[src/rtl/pipeline_hazard_unit_pkg.sv]
// Shared encodings for the pipeline hazard/stall controller: FSM states, register address
// width default and branch-resolve stage codes.
package pipeline_hazard_unit_pkg;

    typedef enum logic [1:0] {
        HZ_RUN      = 2'd0,
        HZ_MEM_WAIT = 2'd1,
        HZ_ERROR    = 2'd2
    } hz_state_e;

    localparam int unsigned HZ_REG_ADDR_LEN = 5;

    localparam int unsigned HZ_BRANCH_ID = 1;
    localparam int unsigned HZ_BRANCH_EX = 2;

endpackage

[src/rtl/pipeline_hazard_unit_hazard_sat_counter.sv]
// Saturating event counter with synchronous clear; holds at all-ones instead of wrapping.
module hazard_sat_counter #(
    parameter int unsigned W = 16
) (
    input  logic         clk_i,
    input  logic         clr_i,
    input  logic         inc_i,
    output logic [W-1:0] count_o
);

    logic [W-1:0] count_d, count_q;

    always_comb begin
        count_d = count_q;
        if (clr_i) begin
            count_d = '0;
        end else if (inc_i && (count_q != {W{1'b1}})) begin
            count_d = count_q + W'(1);
        end
    end

    always_ff @(posedge clk_i) begin
        count_q <= count_d;
    end

    assign count_o = count_q;

endmodule

[src/rtl/pipeline_hazard_unit.sv]
// Hazard and stall controller for the 5-stage pipeline: data hazards, data-memory wait with
// timeout, redirect flushes and saturating statistics. Define HAZ_FORWARD_EN when forwarding
// exists so that only load-use hazards stall.
module pipeline_hazard_unit
    import pipeline_hazard_unit_pkg::*;
#(
    parameter int unsigned REG_ADDR_LEN = HZ_REG_ADDR_LEN,
    parameter int unsigned NUM_SRC      = 2,
    parameter int unsigned BRANCH_STAGE = HZ_BRANCH_EX,
    parameter int unsigned TIMEOUT      = 255,
    parameter int unsigned CNT_W        = 16
) (
    input  logic                            clk,
    input  logic                            rst,
    input  logic [NUM_SRC*REG_ADDR_LEN-1:0] id_src_addr,
    input  logic [NUM_SRC-1:0]              id_src_used,
    input  logic [REG_ADDR_LEN-1:0]         ex_dst,
    input  logic [REG_ADDR_LEN-1:0]         mem_dst,
    input  logic                            ex_reg_write,
    input  logic                            ex_mem_read,
    input  logic                            mem_reg_write,
    input  logic                            branch_taken,
    input  logic                            jump_taken,
    input  logic                            dmem_req,
    input  logic                            dmem_ready,
    output logic                            pc_stall,
    output logic                            if_id_stall,
    output logic                            if_id_flush,
    output logic                            id_ex_flush,
    output logic                            ex_mem_stall,
    output logic                            mem_wb_bubble,
    output logic                            mem_timeout,
    output logic [1:0]                      hz_state,
    output logic [CNT_W-1:0]                load_stalls,
    output logic [CNT_W-1:0]                mem_stalls,
    output logic [CNT_W-1:0]                flushes
);

    localparam int unsigned WaitW = $clog2(TIMEOUT + 1);

    hz_state_e        state_d, state_q;
    logic [WaitW-1:0] wait_d, wait_q;

    logic [REG_ADDR_LEN-1:0] src;
    logic load_use;
    logic data_hz;
    logic redirect;
    logic mem_stall;
    logic load_inc;
    logic flush_inc;

    // Register 0 is hard-wired, so it never creates a dependency.
    always_comb begin
        src      = '0;
        load_use = 1'b0;
        data_hz  = 1'b0;
        for (int i = 0; i < NUM_SRC; i++) begin
            src = id_src_addr[i*REG_ADDR_LEN +: REG_ADDR_LEN];
            if (id_src_used[i] && (src != '0)) begin
                if (ex_mem_read && ex_reg_write && (src == ex_dst)) begin
                    load_use = 1'b1;
                end
`ifndef HAZ_FORWARD_EN
                if (ex_reg_write && (src == ex_dst)) begin
                    data_hz = 1'b1;
                end
                if (mem_reg_write && (src == mem_dst)) begin
                    data_hz = 1'b1;
                end
`endif
            end
        end
        data_hz = data_hz | load_use;
    end

    always_comb begin
        state_d = state_q;
        wait_d  = wait_q;
        case (state_q)
            HZ_RUN: begin
                if (dmem_req && !dmem_ready) begin
                    state_d = HZ_MEM_WAIT;
                    wait_d  = WaitW'(1);
                end
            end
            HZ_MEM_WAIT: begin
                if (dmem_ready) begin
                    state_d = HZ_RUN;
                end else if (wait_q >= WaitW'(TIMEOUT)) begin
                    state_d = HZ_ERROR;
                end else begin
                    wait_d = wait_q + WaitW'(1);
                end
            end
            HZ_ERROR: begin
                state_d = HZ_ERROR;
            end
            default: begin
                state_d = HZ_RUN;
            end
        endcase
    end

    always_ff @(posedge clk) begin
        if (rst) begin
            state_q <= HZ_RUN;
            wait_q  <= '0;
        end else begin
            state_q <= state_d;
            wait_q  <= wait_d;
        end
    end

    // The completing cycle in MEM_WAIT (dmem_ready high) already lets the pipeline advance.
    always_comb begin
        redirect  = branch_taken | jump_taken;
        mem_stall = (state_q == HZ_ERROR)
                  | ((state_q == HZ_MEM_WAIT) & ~dmem_ready)
                  | ((state_q == HZ_RUN) & dmem_req & ~dmem_ready);

        pc_stall      = 1'b0;
        if_id_stall   = 1'b0;
        if_id_flush   = 1'b0;
        id_ex_flush   = 1'b0;
        ex_mem_stall  = 1'b0;
        mem_wb_bubble = 1'b0;
        load_inc      = 1'b0;
        flush_inc     = 1'b0;

        if (mem_stall) begin
            pc_stall      = 1'b1;
            if_id_stall   = 1'b1;
            ex_mem_stall  = 1'b1;
            mem_wb_bubble = 1'b1;
        end else if (redirect) begin
            if_id_flush = 1'b1;
            id_ex_flush = (BRANCH_STAGE == HZ_BRANCH_EX);
            flush_inc   = 1'b1;
        end else if (data_hz) begin
            pc_stall    = 1'b1;
            if_id_stall = 1'b1;
            id_ex_flush = 1'b1;
            load_inc    = 1'b1;
        end
    end

    assign mem_timeout = (state_q == HZ_ERROR);
    assign hz_state    = state_q;

    hazard_sat_counter #(.W(CNT_W)) u_load_cnt (
        .clk_i   (clk),
        .clr_i   (rst),
        .inc_i   (load_inc),
        .count_o (load_stalls)
    );

    hazard_sat_counter #(.W(CNT_W)) u_mem_cnt (
        .clk_i   (clk),
        .clr_i   (rst),
        .inc_i   (mem_stall),
        .count_o (mem_stalls)
    );

    hazard_sat_counter #(.W(CNT_W)) u_flush_cnt (
        .clk_i   (clk),
        .clr_i   (rst),
        .inc_i   (flush_inc),
        .count_o (flushes)
    );

endmodule

[config.mk]
export PLATFORM = sky130hd
export DESIGN_NAME = pipeline_hazard_unit
export DESIGN_NICKNAME = d
export VERILOG_FILES = /design/src/rtl/pipeline_hazard_unit_pkg.sv /design/src/rtl/pipeline_hazard_unit_hazard_sat_counter.sv /design/src/rtl/pipeline_hazard_unit.sv
export SDC_FILE = /design/constraint.sdc
export NUM_CORES = 1
export LEC_CHECK = 0
export CELL_PAD_IN_SITES_DETAIL_PLACEMENT = 0
export CELL_PAD_IN_SITES_GLOBAL_PLACEMENT = 1
export CORE_MARGIN = 4
export CORE_UTILIZATION = 33
export CTS_CLUSTER_DIAMETER = 30
export DETAILED_ROUTE_END_ITERATION = 10
export GPL_TIMING_DRIVEN = 1
export MAX_ROUTING_LAYER = met4
export PLACE_DENSITY = 0.84
export SLEW_MARGIN = 25
export SYNTH_ARGS = -nofsm -noshare
export SYNTH_HDL_FRONTEND = slang
export SYNTH_HIERARCHICAL = 1
export SYNTH_SLANG_ARGS = --single-unit
[constraint.sdc]
create_clock -name clk -period 2.5 [get_ports clk]
set_input_delay 0.5 -clock clk [delete_from_list [all_inputs] [get_ports clk]]
set_output_delay 0.5 -clock clk [all_outputs]
set_load 0.05 [all_outputs]
Yosys cells after proc, flatten, opt, wreduce, memory -nomap -nowiden. Index checks and enable logic that the tools add are counted.

Memories kept: 0. Latch bits: 0. Bits in writable memories: 0. Bits in registers: 58. Output and inout bits: 57. Memory bits (read-only): 0.

Bitwise operators: 8. Div/mod/pow operators: 0. Mux-type cells: 27. Order comparisons: 1. Reduce and logical (&&, ||, !) cells: 20. Eq/ne operators: 13. Add/subtract/negate cells: 4. Shift operators: 0. Multiply operators: 0.

Operator list (number): 16-bit by 1-bit adder with 16-bit output (second input constant) (3); 16-bit inequality test (second input constant) (3); 8-bit 2-to-1 mux (3); 5-bit equality test (4); 1-bit 2-to-1 mux (19); 8-bit case mux with 2 select lines (1); 1-bit logical AND (13); 5-bit nonzero test (2); 8-bit by 1-bit adder with 8-bit output (second input constant) (1); 8-bit greater-or-equal comparator (second input constant) (1); 2-bit 2-to-1 mux (3); 2-bit inequality test (second input constant) (3); 2-bit case mux with 3 select lines (1); 1-bit OR (4); 4-bit AND reduction (1); 1-bit AND (3); 3-bit inequality test (second input constant) (1); 2-bit by 1-bit equality test with 1-bit output (second input constant) (1); 2-bit equality test (second input constant) (1); 2-bit zero test (1); 2-bit AND reduction (1); 2-bit nonzero test (1); 1-bit zero test (1); 1-bit inverter (1).

Longest topological paths before layout. Gate-level depths: netlist of run 1.

Depth in word-level cells: 13. Mapped depth: 9. Depth with buffers taken out: 9.

Hierarchy. Netlist of run 1, hierarchy kept.

Modules (own cells, without submodules): hazard_sat_counter (sequential area each 320.3 um^2, cells each 99, times used 3, area an instance 848.3 um^2); pipeline_hazard_unit (sequential area each 200.2 um^2, cells each 96, times used 1, area an instance 828.3 um^2).

Worst setup path after synthesis of run 1. OpenSTA, ideal clock, no wires.

Path type: reg-to-reg. Start point: reg state_q[0], in the netlist hz_state[0]. End point: reg u_flush_cnt.count_q[13], in the netlist u_flush_cnt/count_o[13]. Required time: 2430 ps. Slack: -1201 ps. Arrival time: 3630 ps. Setup time: 70 ps. Buffers on the path: 2. Stages on the path, launching flop included: 9. Cells stage by stage: dfxtp_1 and2b_2 or2_2 clkbuf_2 nor2_1 nand2_1 clkbuf_1 or4_1 a21oi_1.

RTL lines: start, declared (RTL line pipeline_hazard_unit.sv:41) `hz_state_e state_d, state_q;`; start signal, assigned (RTL line pipeline_hazard_unit.sv:109) `state_q <= state_d;`; 2-bit equality test; via mem_timeout (RTL line pipeline_hazard_unit.sv:32) `output logic mem_timeout,`; 1-bit OR (RTL line pipeline_hazard_unit.sv:118) `| ((state_q == HZ_MEM_WAIT) & ~dmem_ready)`; 1-bit OR (RTL line pipeline_hazard_unit.sv:119) `| ((state_q == HZ_RUN) & dmem_req & ~dmem_ready);`; 1-bit 2-to-1 mux (RTL line pipeline_hazard_unit.sv:130) `if (mem_stall) begin`; via if_id_flush (RTL line pipeline_hazard_unit.sv:28) `output logic if_id_flush,`; 1-bit logical AND (RTL line pipeline_hazard_unit_hazard_sat_counter.sv:17) `end else if (inc_i && (count_q != {W{1'b1}})) begin`; end signal, assigned (RTL line pipeline_hazard_unit_hazard_sat_counter.sv:23) `count_q <= count_d;`; end, declared (RTL line pipeline_hazard_unit_hazard_sat_counter.sv:11) `logic [W-1:0] count_d, count_q;`.

The timed path passes the listed nets, and every way through them passes these cells. A chain may end at the register's enable or synchronous reset.

Worst setup path in the final report of run 1.
Start point: in mem_dst[1]. End point: out pc_stall.

Word-level cells in the longest chain between the ends: 11.

Ends and longest elaborated chain: start, declared (RTL line pipeline_hazard_unit.sv:18) `input logic [REG_ADDR_LEN-1:0] mem_dst,`; 5-bit equality test (RTL line pipeline_hazard_unit.sv:67) `if (mem_reg_write && (src == mem_dst)) begin`; 1-bit logical AND (RTL line pipeline_hazard_unit.sv:67); 1-bit 2-to-1 mux (RTL line pipeline_hazard_unit.sv:67); 1-bit 2-to-1 mux (RTL line pipeline_hazard_unit.sv:59) `if (id_src_used[i] && (src != '0)) begin`; 1-bit 2-to-1 mux (RTL line pipeline_hazard_unit.sv:64) `if (ex_reg_write && (src == ex_dst)) begin`; 1-bit 2-to-1 mux (RTL line pipeline_hazard_unit.sv:67); 1-bit 2-to-1 mux * (RTL line pipeline_hazard_unit.sv:59); 1-bit OR * (RTL line pipeline_hazard_unit.sv:73) `data_hz = data_hz | load_use;`; 1-bit 2-to-1 mux * (RTL line pipeline_hazard_unit.sv:139) `end else if (data_hz) begin`; 1-bit 2-to-1 mux * (RTL line pipeline_hazard_unit.sv:135) `end else if (redirect) begin`; 1-bit 2-to-1 mux * (RTL line pipeline_hazard_unit.sv:130); end, declared (RTL line pipeline_hazard_unit.sv:26) `output logic pc_stall,`.

Every way passes the cells marked *; elsewhere a longest branch is shown, timed or not.

==> results.md, run 1 <==
- Clock-pin slew on the worst setup and hold paths: 0.05 ns
- Setup crit end kind: output pin
- Req. time, crit path: 2.00 ns
- Die width: 109 um
- Via/cell ratio: 5.40
- Startpoint types: input pin
- Mapped cell area: 3370 um^2
- Synth area leader: dfxtp_1
- Initial antenna violation count: 0
- Wire per inst: 14.9 um
- CP most frequent cell: buf_12
- Clock Latency Late Sink: 0.33 ns
- Ys async rst share: 0%
- Most used flip-flop cell after synthesis: dfxtp_1
- Vias in the first global route: 3279
- Die H: 109 um
- Status: finished with violations
- Synthesis-stage register bit count: 58
- Rel. slew slack: 45.0%
- First-pass GRT wire length: 15400 um
- Min Tclk post-route: 2.56 ns
- Final #Nets: 549
- Critical path's slowest cell: nor4_2
- Worst slew pin tran: 0.818 ns
- WL final: 9650 um
- Seq/Total Area, Yosys: 34.4%
- Post-synth EDFFs: 0
- Syn nets: 428
- Leak: 1.70 nW
- Post-DP Area: 4680 um^2
- Die footprint: 11900 um^2
- Top post-synthesis cells by area: dfxtp_1 (34%), xor2_1 (5.5%), a21oi_1 (5.2%)
- Max cap viols: 0
- Filler Cell Count: 947
- Largest stage delay on the critical path: 0.29 ns
- Critical-path maximum fanout: 2
- CP delay by family, top: compound AO/OA/AOI/OAI gates
- CTS tree: done
- CTS Buffer Depth: 2
- CP cell instances: buf_6, xor2_1, nor4_2, a32oi_1, o22a_2, buf_12, o31ai_4, buf_12
- Routability congestion estimate: 0.825
- Port Buffers: 86
- Initial DRC count: 107
- Gate Count Post-Synth: 393
- Total number of vias: 3505
- CTS buffer count: 9
- WP data arrival: 2.06 ns
- Largest net degree at the start of global routing: 39
- Setup WS post-layout: -0.0622 ns
- Yosys warning total: 6
- Dpl hpwl: 6860 um
- Final hold vios: 0
- Layout area overhead: 46.1%
- Synth cell types: 50
- Critical path class: input pin to output pin
- Total power: 2.04 mW
- Final Cycle Share: 102%
- Failing checks: setup timing
- Hold depth: 2
- Final Cell Area: 4930 um^2
- Site row count: 36
- Setup repair after global routing missed its margin: yes
- Initial core utilization: 34.2%
- H-tree levels: 3
- Top-level port count: 88
- Number of setup violations in the final report: 3
- Clk_skew: 0.00892 ns
- Max Slew Vio Count: 0
- Dpl cells: 631
- Worst hold path type: flop to flop
- Share of layout cells above drive strength 1: 22.9%
- Antenna cells: 0
- PD cells: 415 nW/um^2
- Min Hold Slack: 0.509 ns
- Drt first pass iters: 4
- Hold Buf Count CTS: 0
- Post-Layout Cell Count: 649
- Overflow after GRT: 0
- Drt drc: 0
- CP bufs+invs: 3
- Reg2reg path depth: 9
- ANT nets after route: 0
- Total core area: 9860 um^2
- Yosys top cell area share: 34.4%
- Tot GR Track Use: 16.5%
- TritonCTS sink count: 58
- Root buf cell: clkbuf_8
- F_max: 390 MHz
- VDD IR-drop max: 0.254 mV
- Levels on crit path: 8
- Synthesized area per cell: 8.58 um^2
[metrics by stage]
step	util [%]	worst slack (ns)	TNS, ns
after global routing	49.9	-0.129	-0.602
after global placement	47.4	-0.502	-8.51
after CTS	49.3	-0.0740	-0.187
final	49.9	-0.0622	-0.154
after floorplan	-	-0.0934	-0.179
after detailed placement	47.4	-0.665	-10.22
[flip-flops by register name (all words and copies together) (netlist names)]
name	cells
hz_state	2
u_flush_cnt/count_o	16
wait_q	8
u_load_cnt/count_o	16
u_mem_cnt/count_o	16
[repair_timing]
action | CTS | global route
cloned | 0 | 0
buffers inserted | 4 | 1
gates resized for setup | 91 | 15
pin swaps | 13 | 2
endpoints found under the setup margin | 18 | 15
[cell usage in the layout (no fill, tap or decap), types with 4 or more instances in the layout]
| cell | n |
|---|---|
| nand3b_1 | 5 |
| buf_12 | 6 |
| nor4_1 | 7 |
| or3_1 | 9 |
| or4_1 | 22 |
| o21ai_0 | 11 |
| nor2b_1 | 6 |
| xor2_1 | 18 |
| nor4_4 | 4 |
| and3_1 | 5 |
| dfxtp_1 | 56 |
| nand2_1 | 18 |
| nor2_1 | 26 |
| clkdlybuf4s50_1 | 59 |
| buf_4 | 38 |
| a21oi_1 | 34 |
| nand3_1 | 23 |
| buf_6 | 8 |
| o31ai_1 | 18 |
| nor3_1 | 12 |
| nand4_1 | 10 |
| buf_2 | 11 |
| inv_1 | 10 |
| xnor2_1 | 10 |
| ha_1 | 4 |
| and4_1 | 8 |
| nand2_2 | 5 |
| clkbuf_8 | 12 |
[metal layers]
| metal | GRT usage [%] | vias to the layer above | part of all wire, % |
|---|---|---|---|
| met1 | 20.1 | 1646 | 45 |
| li1 | - | 1749 | - |
| met4 | 4.87 | 0 | 1.2 |
| met3 | 4.85 | 10 | 5.9 |
| met2 | 26.3 | 100 | 48 |
| met5 | - | - | 0 |
[power breakdown]
part / total [mW] / switching, mW / internal, mW
Sequential: 0.946 / 0.0127 / 0.933
Combinational: 0.330 / 0.177 / 0.153
Clock: 0.768 / 0.343 / 0.425
[cells in the mapped netlist (all sizes together) (9+ instances only)]
cell type / n
a21oi: 35
o21ai: 14
nand2: 23
inv: 10
or3: 9
nand4: 13
nor2: 28
nor4: 14
o31ai: 19
or4: 23
xnor2: 10
and4: 10
nand3: 23
dfxtp: 58
xor2: 21
nor3: 14
[cell families after synthesis]
| group | Yosys count | share of synthesized area [%] |
|---|---|---|
| muxes | 6 | 1.89 |
| adders and majority gates | 4 | 1.48 |
| DFF | 58 | 34.4 |
| AOI/OAI and AO/OA | 84 | 16.1 |
| xor gates and xnor gates | 31 | 8.05 |
| buffers and inverters | 25 | 3.15 |
| and+or+nand+nor | 185 | 34.9 |
[final timing paths]
kind                            start                             endpoint  slack (ns)
max                        mem_dst[1]                             pc_stall       -0.06
min            wait_q[1]$_SDFFE_PP0P_               wait_q[1]$_SDFFE_PP0P_        0.51
max reg2reg  hz_state[0]$_SDFFE_PP0P_  u_flush_cnt/count_o[7]$_SDFFE_PP0P_        0.29
min reg2reg    wait_q[1]$_SDFFE_PP0P_               wait_q[1]$_SDFFE_PP0P_        0.51
[layout make-up]
type / count / area, um^2 / area share, %
inverter: 10 / 37.5 / 0.762
timing repair buffer: 125 / 1170 / 23.8
sequential: 58 / 1170 / 23.7
clock buffer: 13 / 169 / 3.43
tap: 133 / 166 / 3.38
multi-input combinational: 310 / 2210 / 44.9
[worst register-to-register path, stage by stage, from the launching register on]
cell and delay [ns]:
dfxtp_4 0.39, and2b_4 0.20, or2_4 0.27, buf_4 0.16
nor2_4 0.13, buf_4 0.14, nand2_2 0.07, buf_4 0.15
or4_1 0.48, a21oi_1 0.15
Note: power is estimated with default switching activity, not from simulation.
==> run 2: changes to the inputs <==
Settings changed: CORE_ASPECT_RATIO set to 1.2.
==> results.md, run 2 (same netlist as run 1, synthesis figures left out) <==
- Status: finished, final reports clean (was finished with violations)
- Worst R2R Setup Slack: 0.36 ns (was 0.29 ns)
- VDD IR-drop max: 0.342 mV (was 0.254 mV)
- DP Worst Slack: -0.587 ns (was -0.665 ns)
- Commonest non-fill, non-tap cell in the layout: clkdlybuf4s50_1 (unchanged)
- RR Startpoint: hz_state[0]$_SDFFE_PP0P_ (unchanged)
- Fin util: 51.5% (was 49.9%)
- Initial core utilization: 33.7% (was 34.2%)
- Met2 GRT Util: 26.1% (was 26.3%)
- CTS buffer count: 9 (unchanged)
- H-tree levels: 3 (unchanged)
- Startpoint types: input pin (unchanged)
- Commonest non-fill, non-tap cells in the layout: clkdlybuf4s50_1 (58), dfxtp_1 (56), buf_4 (37) (was clkdlybuf4s50_1 (59), dfxtp_1 (56), buf_4 (38))
- CTS tree: done (unchanged)
- Wire per inst: 15.0 um (was 14.9 um)
- Setup repair after global routing missed its margin: yes (unchanged)
- Drt first pass iters: 4 (unchanged)
- Largest net degree at the start of global routing: 26 (was 39)
- TritonCTS sink count: 58 (unchanged)
- Met3 Resource Use GR: 3.42% (was 4.85%)
- Clk_skew: 0.00472 ns (was 0.00892 ns)
- Final #Nets: 552 (was 549)
- Share of layout cells above drive strength 1: 24.9% (was 22.9%)
- Total core area: 10000 um^2 (was 9860 um^2)
- Max cap viols: 0 (unchanged)
- Hold EP: wait_q[1]$_SDFFE_PP0P_ (unchanged)
- Vias in the first global route: 3444 (was 3279)
- Req. time, crit path: 2.00 ns (about the same)
- Total number of vias: 3593 (was 3505)
- CTS Buffer Depth: 2 (unchanged)
- Max Slew Vio Count: 0 (unchanged)
- Overflow after GRT: 0 (unchanged)
- Initial antenna violation count: 0 (unchanged)
- WL final: 9710 um (was 9650 um)
- Dpl hpwl: 6940 um (was 6860 um)
- Critical-path maximum fanout: 3 (was 2)
- Final Cycle Share: 99.1% (was 102%)
- Clock Latency Late Sink: 0.33 ns (about the same)
- Reg2reg path depth: 9 (unchanged)
- Worst hold path type: flop to flop (unchanged)
- WP data arrival: 1.98 ns (was 2.06 ns)
- Setup WS post-layout: 0.0232 ns (was -0.0622 ns)
- Number of setup violations in the final report: 0 (was 3)
- Rel. slew slack: 60.7% (was 45.0%)
- Setup crit end kind: output pin (unchanged)
- Min Tclk post-route: 2.48 ns (was 2.56 ns)
- Die H: 119 um (was 109 um)
- Drt drc: 0 (unchanged)
- Root buf cell: clkbuf_16 (was clkbuf_8)
- Site row count: 40 (was 36)
- Die footprint: 11900 um^2 (about the same)
- Gr busiest metal: met2 (unchanged)
- Port Buffers: 86 (unchanged)
- Crit path from: id_src_addr[7] (was mem_dst[1])
- Tot GR Track Use: 16.6% (was 16.5%)
- Initial DRC count: 106 (was 107)
- Worst slew pin tran: 0.582 ns (was 0.818 ns)
- Met1 Use GR: 20.8% (was 20.1%)
- Hold depth: 2 (unchanged)
- Worst hold start: wait_q[1]$_SDFFE_PP0P_ (unchanged)
- Leak: 1.81 nW (was 1.70 nW)
- Layout area overhead: 52.9% (was 46.1%)
- Die width: 100 um (was 109 um)
- ANT nets after route: 0 (unchanged)
- Critical path class: input pin to output pin (unchanged)
- Clock-pin slew on the worst setup and hold paths: 0.05 ns (about the same)
- PD cells: 505 nW/um^2 (was 415 nW/um^2)
- Final hold vios: 0 (unchanged)
- First-pass GRT wire length: 15900 um (was 15400 um)
- Post-DP Area: 4700 um^2 (was 4680 um^2)
- FF-to-FF End: u_flush_cnt/count_o[6]$_SDFFE_PP0P_ (was u_flush_cnt/count_o[7]$_SDFFE_PP0P_)
- Via/cell ratio: 5.54 (was 5.40)
- Hold Buf Count CTS: 0 (unchanged)
- Top-level port count: 88 (unchanged)
- F_max: 404 MHz (was 390 MHz)
- Antenna cells: 0 (unchanged)
- Final Cell Area: 5160 um^2 (was 4930 um^2)
- Routability congestion estimate: 0.929 (was 0.825)
## run 2: cell type report
class                   count  area [um^2]
well taps                 126          158
clock inverters             6         80.1
multi-input cells         310         2270
repair buffers            128         1210
clock buffers              10          239
fillers                   933         4850
flip-flops and latches     58         1170
inverters                  10         37.5
## run 2: layer usage
layer,vias to the layer above,routed length [um]
met5,-,0
met4,0,175
met3,14,452
met2,93,4660
met1,1727,4420
li1,1759,-
## run 2: through the flow
step	hold slack (ns)	TNS, ns	power, mW	cells
after detailed placement	0.493	-10.33	1.29	626
after global placement	0.488	-8.96	1.29	626
final	0.509	0	2.60	648
after global routing	0.527	-0.534	2.68	648
after CTS	0.503	0	2.62	643
after floorplan	0.454	-0.179	1.13	393
## run 2: what timing repair did
action	4_1_cts	5_1_grt
resized for setup	85	28
setup buffers	3	5
pin swaps	14	7
endpoints found under the setup margin	18	24
## run 2: worst max-delay path: stages
cell	delay (ns)
clkdlybuf4s15_1	0.22
buf_6	0.14
xnor2_2	0.14
and2_1	0.15
a32oi_1	0.07
o22a_4	0.23
o31ai_4	0.33
buf_12	0.19
## run 2: how the worst max path moves through the flow
stage	endpoint	slack [ns]	depth (start not counted)
2_1_floorplan	pc_stall	-0.09	6
3_3_place_gp	u_load_cnt/count_o[6]$_SDFFE_PP0P_	-0.53	11
3_5_place_dp	u_load_cnt/count_o[11]$_SDFFE_PP0P_	-0.59	9
4_1_cts	pc_stall	0.002	7
5_1_grt	u_load_cnt/count_o[6]$_SDFFE_PP0P_	-0.09	12
6_report	pc_stall	0.02	8
## run 2: report_power, final
group / switching, mW / total, mW / internal, mW
logic: 0.178 / 0.333 / 0.155
registers: 0.0132 / 0.947 / 0.934
clock network: 0.430 / 1.32 / 0.891
total: 0.622 / 2.60 / 1.98
==> run 3: changes to the inputs <==
Settings changed: SETUP_SLACK_MARGIN set to 0.3.
==> results.md, run 3 (same netlist as run 1, synthesis figures left out) <==
- Status: finished with violations (was finished, final reports clean)
- Failing checks: setup timing
- Max cap viols: 0 (unchanged)
- Switching portion of total power: 24.7% (was 23.9%)
- Die footprint: 11900 um^2 (unchanged)
- Number of setup violations in the final report: 2 (was 0)
- Clock-pin slew on the worst setup and hold paths: 0.05 ns (about the same)
- Clk_skew: 0.00642 ns (was 0.00472 ns)
- CTS Buffer Depth: 2 (unchanged)
- TNS Setup: -0.0204 ns (was 0 ns)
- Met3 Resource Use GR: 4.43% (was 3.42%)
- Setup crit end kind: output pin (unchanged)
- Leak: 1.98 nW (was 1.81 nW)
- Final Cycle Share: 100% (was 99.1%)
- Comb pwr share: 13.3% (was 12.8%)
- Commonest non-fill, non-tap cells in the layout: dfxtp_1 (56), clkdlybuf4s50_1 (48), buf_4 (34) (was clkdlybuf4s50_1 (58), dfxtp_1 (56), buf_4 (37))
- Commonest non-fill, non-tap cell in the layout: dfxtp_1 (was clkdlybuf4s50_1)
- WL final: 10200 um (was 9710 um)
- Critical path class: input pin to output pin (unchanged)
- Top-level port count: 88 (unchanged)
- Total core area: 10000 um^2 (unchanged)
- Final Cell Area: 5310 um^2 (was 5160 um^2)
- Critical-path maximum fanout: 3 (unchanged)
- First-pass GRT wire length: 16600 um (was 15900 um)
- Initial core utilization: 33.7% (unchanged)
- Clock Latency Late Sink: 0.33 ns (about the same)
- Setup repair after global routing missed its margin: yes (unchanged)
- DP Worst Slack: -0.624 ns (was -0.587 ns)
- Largest net degree at the start of global routing: 24 (was 26)
- Switch Pwr: 627 uW (was 622 uW)
- Drt first pass iters: 4 (unchanged)
- Worst slew pin tran: 0.552 ns (was 0.582 ns)
- Crit path from: id_src_addr[0] (was id_src_addr[7])
- Total number of vias: 3559 (was 3593)
- WP data arrival: 2.01 ns (was 1.98 ns)
- Overflow after GRT: 0 (unchanged)
- Clock power frac: 49.3% (was 50.8%)
- TritonCTS sink count: 58 (unchanged)
- CTS tree: done (unchanged)
- Dpl hpwl: 7100 um (was 6940 um)
- PD cells: 477 nW/um^2 (was 505 nW/um^2)
- Die width: 100 um (unchanged)
- F_max: 398 MHz (was 404 MHz)
- Gr busiest metal: met2 (unchanged)
- Hold EP: wait_q[1]$_SDFFE_PP0P_ (unchanged)
- Port Buffers: 86 (unchanged)
- Post-Layout Cell Count: 650 (was 648)
- Met1 Use GR: 21.8% (was 20.8%)
- Share of layout cells above drive strength 1: 29.2% (was 24.9%)
- Wire per inst: 15.6 um (was 15.0 um)
- Via/cell ratio: 5.48 (was 5.54)
- Drt drc: 0 (unchanged)
- Root buf cell: clkbuf_16 (unchanged)
- Site row count: 40 (unchanged)
- Min Tclk post-route: 2.51 ns (was 2.48 ns)
- Reg2reg path depth: 8 (was 9)
- VDD IR-drop max: 0.312 mV (was 0.342 mV)
- Post-DP Area: 4730 um^2 (was 4700 um^2)
- CTS buffer count: 9 (unchanged)
- Min Hold Slack: 0.507 ns (was 0.509 ns)
- Hold Buf Count CTS: 0 (unchanged)
- Startpoint types: input pin (unchanged)
- Worst hold path type: flop to flop (unchanged)
- Met2 GRT Util: 26.6% (was 26.1%)
- Final hold vios: 0 (unchanged)
- Total power: 2.54 mW (was 2.60 mW)
- Routability congestion estimate: 0.900 (was 0.929)
- Max Slew Vio Count: 0 (unchanged)
- H-tree levels: 3 (unchanged)
- Final #Nets: 554 (was 552)
- Worst hold start: wait_q[1]$_SDFFE_PP0P_ (unchanged)
- Antenna cells: 0 (unchanged)
- Initial DRC count: 102 (was 106)
- Fin util: 53.1% (was 51.5%)
- FF-to-FF End: u_load_cnt/count_o[6]$_SDFFE_PP0P_ (was u_flush_cnt/count_o[6]$_SDFFE_PP0P_)
- Tot GR Track Use: 17.4% (was 16.6%)
- Layout area overhead: 57.5% (was 52.9%)
- Req. time, crit path: 2.00 ns (about the same)
- Die H: 119 um (unchanged)
- Reg power frac: 37.3% (was 36.4%)
- Hold depth: 2 (unchanged)
- Setup WS post-layout: -0.0103 ns (was 0.0232 ns)
- Worst R2R Setup Slack: 0.33 ns (was 0.36 ns)
- ANT nets after route: 0 (unchanged)
- Dpl cells: 623 (was 626)
- Filler Cell Count: 912 (was 933)
- Internal power: 1.91 mW (was 1.98 mW)
- Initial antenna violation count: 0 (unchanged)
- Rel. slew slack: 62.9% (was 60.7%)
- RR Startpoint: hz_state[0]$_SDFFE_PP0P_ (unchanged)
- Vias in the first global route: 3431 (was 3444)
[run 3: area by class of cell]
type | count | area [um^2] | area share (%)
Sequential cell | 58 | 1170 | 22.0
Multi-Input combinational cell | 310 | 2390 | 45.0
Inverter | 10 | 37.5 | 0.707
Clock buffer | 11 | 253 | 4.76
Tap cell | 126 | 158 | 2.97
Clock inverter | 5 | 52.6 | 0.989
Timing Repair Buffer | 130 | 1250 | 23.6
[run 3: worst max-delay path: stages]
cell	delay, ns
buf_8	0.10
xor2_2	0.16
nor4_2	0.27
a32oi_1	0.14
o22a_2	0.31
o31ai_4	0.34
buf_12	0.18
[run 3: worst max-delay path by stage]
stage | endpoint | slack [ns] | cells past startpoint
2_1_floorplan | pc_stall | -0.09 | 6
3_3_place_gp | u_load_cnt/count_o[6]$_SDFFE_PP0P_ | -0.56 | 11
3_5_place_dp | u_load_cnt/count_o[9]$_SDFFE_PP0P_ | -0.62 | 10
4_1_cts | if_id_stall | 0.02 | 7
5_1_grt | if_id_stall | -0.1 | 7
6_report | pc_stall | -0.01 | 7
[run 3: repair_timing]
item,in CTS,in global routing
setup buffers,9,2
pin swaps,21,17
endpoints found under the setup margin,46,32
gates resized for setup,106,37
endpoints found under the hold margin,0,0
[run 3: power by group through the flow]
stage          combinational, mW  sequential, mW  clock, mW
5_1_grt                    0.360           0.948       1.32
3_5_place_dp               0.313           0.967          0
3_3_place_gp               0.309           0.966          0
6_report                   0.338           0.947       1.25
4_1_cts                    0.328           0.947       1.29
2_1_floorplan              0.136           0.990          0
[run 3: routing by layer]
layer  routed length (um)  vias up
li1                     -     1756
met5                    0        -
met3                  673       15
met2                 4870      112
met4                  171        0
met1                 4450     1676
